--- src/rtl/decoder_scan_driver_if.sv ---
// Control/status bundle between the scan controller and the logic that commands it.
// The slave side is the scan driver; the master side issues START/STOP/ONESHOT.
interface decoder_scan_driver_if;
  logic START;
  logic STOP;
  logic ONESHOT;
  logic S0;
  logic S1;
  logic S2;
  logic E;
  logic BUSY;
  logic WRAP;

  modport master (
    output START, STOP, ONESHOT,
    input  S0, S1, S2, E, BUSY, WRAP
  );

  modport slave (
    input  START, STOP, ONESHOT,
    output S0, S1, S2, E, BUSY, WRAP
  );
endinterface

--- src/rtl/decoder_scan_driver.sv ---
// Scans a 3-to-8 decoder through channels 0..7 with an enable-low blanking gap
// before each enable-high dwell, so select lines only move while E is low.
module decoder_scan_driver #(
  parameter int unsigned DWELL = 4,
  parameter int unsigned BLANK = 1
) (
  input logic                  CLK,
  input logic                  RST_N,
  decoder_scan_driver_if.slave bus
);

  typedef enum logic [1:0] {
    ST_IDLE,
    ST_BLANK,
    ST_DRIVE
  } state_t;

  localparam logic [7:0] BLANK_LD = 8'(BLANK - 1);
  localparam logic [7:0] DWELL_LD = 8'(DWELL - 1);

  state_t     state;
  logic [2:0] ch;
  logic [7:0] cnt;
  logic       os;
  logic       e;
  logic       busy;
  logic       wrap;

  // The select outputs come straight from the channel flop, so S moves only
  // on the edges that load ch (entering BLANK, or reset).
  assign bus.S0   = ch[0];
  assign bus.S1   = ch[1];
  assign bus.S2   = ch[2];
  assign bus.E    = e;
  assign bus.BUSY = busy;
  assign bus.WRAP = wrap;

  always_ff @(posedge CLK) begin
    if (!RST_N) begin
      state <= ST_IDLE;
      ch    <= '0;
      cnt   <= '0;
      os    <= 1'b0;
      e     <= 1'b0;
      busy  <= 1'b0;
      wrap  <= 1'b0;
    end else begin
      wrap <= 1'b0;
      case (state)
        ST_IDLE: begin
          e    <= 1'b0;
          busy <= 1'b0;
          if (bus.START && !bus.STOP) begin
            ch    <= '0;
            os    <= bus.ONESHOT;
            cnt   <= BLANK_LD;
            busy  <= 1'b1;
            state <= ST_BLANK;
          end
        end
        ST_BLANK: begin
          if (bus.STOP) begin
            e     <= 1'b0;
            busy  <= 1'b0;
            state <= ST_IDLE;
          end else if (cnt == 8'd0) begin
            cnt   <= DWELL_LD;
            e     <= 1'b1;
            state <= ST_DRIVE;
          end else begin
            cnt <= cnt - 8'd1;
          end
        end
        ST_DRIVE: begin
          if (bus.STOP) begin
            e     <= 1'b0;
            busy  <= 1'b0;
            state <= ST_IDLE;
          end else if (cnt != 8'd0) begin
            cnt <= cnt - 8'd1;
          end else begin
            e <= 1'b0;
            if (ch != 3'd7) begin
              ch    <= ch + 3'd1;
              cnt   <= BLANK_LD;
              state <= ST_BLANK;
            end else begin
              // End of frame: one-shot parks on channel 7, continuous restarts at 0.
              wrap <= 1'b1;
              if (os) begin
                busy  <= 1'b0;
                state <= ST_IDLE;
              end else begin
                ch    <= '0;
                cnt   <= BLANK_LD;
                state <= ST_BLANK;
              end
            end
          end
        end
        default: begin
          e     <= 1'b0;
          busy  <= 1'b0;
          state <= ST_IDLE;
        end
      endcase
    end
  end

endmodule

--- src/flat_wrapper.sv ---
// flat-port wrapper written by rule: the top's interface ports become plain ports
module decoder_scan_driver_flat 
#(
  parameter int unsigned DWELL = 4,
  parameter int unsigned BLANK = 1
)
  (CLK, RST_N, bus_START, bus_STOP, bus_ONESHOT, bus_S0, bus_S1, bus_S2, bus_E, bus_BUSY, bus_WRAP);
  decoder_scan_driver_if bus_i ();
  input logic CLK;
  input logic RST_N;
  input wire logic [$bits(bus_i.START)-1:0] bus_START;
  input wire logic [$bits(bus_i.STOP)-1:0] bus_STOP;
  input wire logic [$bits(bus_i.ONESHOT)-1:0] bus_ONESHOT;
  output wire logic [$bits(bus_i.S0)-1:0] bus_S0;
  output wire logic [$bits(bus_i.S1)-1:0] bus_S1;
  output wire logic [$bits(bus_i.S2)-1:0] bus_S2;
  output wire logic [$bits(bus_i.E)-1:0] bus_E;
  output wire logic [$bits(bus_i.BUSY)-1:0] bus_BUSY;
  output wire logic [$bits(bus_i.WRAP)-1:0] bus_WRAP;
  assign bus_i.START = bus_START;
  assign bus_i.STOP = bus_STOP;
  assign bus_i.ONESHOT = bus_ONESHOT;
  assign bus_S0 = bus_i.S0;
  assign bus_S1 = bus_i.S1;
  assign bus_S2 = bus_i.S2;
  assign bus_E = bus_i.E;
  assign bus_BUSY = bus_i.BUSY;
  assign bus_WRAP = bus_i.WRAP;
  decoder_scan_driver #(.DWELL(DWELL), .BLANK(BLANK)) u_core (.CLK(CLK), .RST_N(RST_N), .bus(bus_i));
endmodule
--- config.mk ---
export PLATFORM = sky130hd
export DESIGN_NAME = decoder_scan_driver_flat
export DESIGN_NICKNAME = d
export VERILOG_FILES = /design/src/rtl/decoder_scan_driver_if.sv /design/src/rtl/decoder_scan_driver.sv /design/src/flat_wrapper.sv
export SDC_FILE = /design/constraint.sdc
export NUM_CORES = 1
export LEC_CHECK = 0
export ABC_AREA = 1
export CAP_MARGIN = 40
export CORE_AREA = 5 5 64 66
export CTS_CLUSTER_DIAMETER = 100
export CTS_CLUSTER_SIZE = 10
export DETAILED_ROUTE_END_ITERATION = 8
export DIE_AREA = 0 0 69 71
export SLEW_MARGIN = 20
export SYNTH_ARGS = -nofsm -noshare
export SYNTH_HDL_FRONTEND = slang
export SYNTH_SLANG_ARGS = --single-unit
export TNS_END_PERCENT = 1
--- constraint.sdc ---
create_clock -name CLK -period 2.2 [get_ports CLK]
set_input_delay 0.66 -clock CLK [delete_from_list [all_inputs] [get_ports CLK]]
set_output_delay 0.66 -clock CLK [all_outputs]
set_load 0.02 [all_outputs]
==> impl_metrics.py <==
metrics = {
    "clock_network": {
        "hold_buffers": 0,
        "cts.sinks": 17,
        "clkLatencyLatePin_ns": 0.29,
        "clockBufferDepth": 2,
        "cts-root-buf": "clkbuf_4",
        "clkTransAtPathRegs_ns": 0.10,
        "cts_setup_buffers": 0,
        "tritoncts": "built",
        "cts-htree-levels": 1,
        "cts_buffers": 3,
        "cts.repair.resized": 0,
    },
    "yosys": {
        "synth_edf_count": 0,
        "syn_inst": 165,
        "ys_types": 20,
        "yosysTopAreaCell": "dfxtp_1",
        "syn-cell-area_um2": 1107,
        "ys_seq_elements": 17,
        "yosys.area.top_type_share": 0.3073,
        "dominantRegCellSynth": "dfxtp_1",
        "synth.area.top_cells": "dfxtp_1 (31%), nand2_1 (11%), ha_1 (10%)",
        "yosys.cell_count.top_type": "nand2_1",
        "synth_seq_area_share": 0.3073,
        "avgSynthCellArea_um2": 6.711,
        "yosys_warnings": 0,
        "synth_nets": 179,
        "synth_top_cells_by_count": "nand2_1 (33), nor2_1 (30), inv_1 (18), nand3_1 (18), dfxtp_1 (17)",
        "async_flop_share": 0,
    },
    "cells_and_area": {
        "drive_above_1_share": 0.1117,
        "final_util": 0.3665,
        "layout.nets": 194,
        "areaGrowthSynthToFinish_pct": 16.61,
        "antenna-diode-count": 0,
        "post-route-cell-area_um2": 1291,
    },
    "pwr": {
        "max-vdd-ir-drop_mv": 0.2709,
        "power_switching_uw": 518.8,
        "power_density_nw_per_um2": 884.5,
        "seq_power_share": 0.343,
        "intPower_uw": 623.2,
        "power.leakage_nw": 0.5806,
        "switching_share": 0.4543,
        "comb_power_share": 0.511,
        "clkPwrFrac": 0.146,
    },
    "die": {
        "die_h_um": 71,
        "initial_core_util": 0.3143,
        "die_x_um": 69,
        "dieArea_um2": 4899,
        "ioPinCount": 11,
        "rows": 22,
        "core_area_um2": 3523,
    },
    "route": {
        "via_count": 1021,
        "dr.first_iter.drc_count": 54,
        "wl_per_cell_um": 10.07,
        "viasPerCell": 4.498,
        "firstDrtPassIters": 4,
        "drc": 0,
        "detail-route-antenna-nets": 0,
        "drt_wl_total_um": 2285,
    },
    "status": {
        "outcome": "finished, final reports clean",
    },
    "timing": {
        "drv_slew": 0,
        "timing.final.crit_period_ns": 1.962,
        "fin_tns_setup_ns": 0,
        "slew-limit-headroom": 0.7995,
        "timing.final.crit_share": 0.8920,
        "rsz0062_at_grt": "no",
        "hold_violations": 0,
        "finalSetupViolCount": 0,
        "fmax_ghz": 0.5096,
        "worstMarginPinSlew_ns": 0.3004,
        "skew_ns": 0.002539,
    },
    "grt": {
        "grt-ovfl-total": 0,
        "grt_pass1_vias": 952,
        "grt_max_degree": 11,
        "antenna_found_initial": 0,
        "gr-usage-all-layers": 0.09655,
        "grt_pass1_wl_um": 3946,
    },
    "setup_path": {
        "cp.arrival_ns": 1.30,
        "r2r_end": "u_core.cnt[7]",
        "slowest_delay_ns": 0.62,
        "cp_slowest_cell": "clkdlybuf4s50_1",
        "critical-path-top-delay-family": "buffers and inverters",
        "critPathBufInv": 1,
        "reg2reg_depth": 10,
        "reg2reg_from": "u_core.state[0]",
        "path_max_fanout": 4,
        "path_class": "flip-flop to primary output",
        "crit_cells": 1,
        "rrSetupSlack_ns": 0.45,
        "crit_chain": "clkdlybuf4s50_1",
        "startpoint_type": "flip-flop",
        "worstPathRequired_ns": 1.54,
        "end_kind": "primary output",
    },
    "placed_design": {
        "place.gp.congestion": 0.9041,
        "place_area_um2": 1264,
        "numPortBuffers": 10,
        "hpwl_um": 1836,
    },
    "job": {
        "cap_violations": 0,
    },
    "min_path": {
        "hp-class": "flip-flop to flip-flop",
        "hold_start": "u_core.cnt[0]",
        "whs_endpoint": "u_core.cnt[0]",
        "hold_depth": 2,
    },
}
[worst register-to-register path: cells and delay by family, from the launching register on]
kind	cells	cell delay (ns)
AOI/OAI and AO/OA	1	0.20
buffers and inverters	2	0.17
adders and majority gates	1	0.31
DFF	1	0.42
and+or+nand+nor	6	0.56
[cells in the final DEF (no fill, tap or decap)]
cell type,n
nor2_2,3
inv_2,2
nor2_8,1
and3_2,1
nor3_1,5
inv_4,1
clkinv_2,1
nand3_1,18
clkbuf_4,3
buf_4,1
nor2_1,30
nand2_4,3
nand2_1,33
nand2_2,3
nand4_1,1
o21ai_0,7
ha_1,9
a21oi_1,10
xnor2_1,1
dfxtp_1,17
inv_1,18
clkdlybuf4s50_1,10
nor2_4,1
[power groups by stage]
| stage | logic [mW] | registers, mW | clock network [mW] |
|---|---|---|---|
| after detailed placement | 0.582 | 0.399 | 0 |
| final | 0.583 | 0.392 | 0.167 |
| after global placement | 0.585 | 0.399 | 0 |
| after CTS | 0.587 | 0.392 | 0.181 |
| after floorplan | 0.466 | 0.396 | 0 |
| after global routing | 0.666 | 0.400 | 0.196 |
[stage by stage]
step | total power, mW | setup slack (ns) | hold slack [ns] | std cells
final | 1.142 | 0.2376 | 0.4693 | 227
after global placement | 0.9840 | 0.1008 | 0.4591 | 223
after CTS | 1.160 | 0.2145 | 0.4709 | 227
after detailed placement | 0.9812 | 0.06112 | 0.4540 | 223
after global routing | 1.262 | 0.1837 | 0.5153 | 227
after floorplan | 0.8614 | 0.6471 | 0.4437 | 165
[routing by layer]
metal	GRT usage	routed length, um	part of all wire	vias up
met5	0	0	0	-
met4	0.04555	40	0.018	0
met3	0.01705	55	0.024	4
met2	0.1716	1109	0.49	15
met1	0.1120	1080	0.47	450
li1	-	-	-	552
[state kept, by name, summed over array words and instances, names as in the netlist]
| signal | flops |
|---|---|
| u_core.cnt | 8 |
| u_core.ch | 3 |
| u_core.state | 2 |
| u_core.bus.BUSY | 1 |
| u_core.bus.E | 1 |
| u_core.bus.WRAP | 1 |
| u_core.os | 1 |
[worst max-delay path by stage]
stage | from | end | slack, ns
after detailed placement | bus_STOP | u_core.cnt[5] | 0.06
after global placement | bus_STOP | u_core.cnt[7] | 0.10
final | u_core.ch[0] | bus_S0 | 0.24
after CTS | u_core.ch[0] | bus_S0 | 0.21
after floorplan | u_core.ch[0] | u_core.cnt[4] | 0.65
after global routing | u_core.ch[0] | bus_S0 | 0.18
[cell families after synthesis]
family,share of synthesized area
XOR/XNOR,0.007911
adder cells (fa/ha/maj),0.1017
AO/OA/AOI/OAI,0.07683
AND/OR/NAND/NOR,0.4226
buffers and inverters,0.08362
flip-flops,0.3073
[area by class of cell]
| class | instances | area, um^2 |
|---|---|---|
| Multi-Input combinational cell | 126 | 674.4 |
| Inverter | 21 | 81.33 |
| Timing Repair Buffer | 11 | 107.6 |
| Fill cell | 413 | 2232 |
| Clock inverter | 1 | 5.005 |
| Clock buffer | 3 | 22.52 |
| Sequential cell | 17 | 340.3 |
| Tap cell | 48 | 60.06 |
Note: power is estimated with default switching activity, not from simulation.
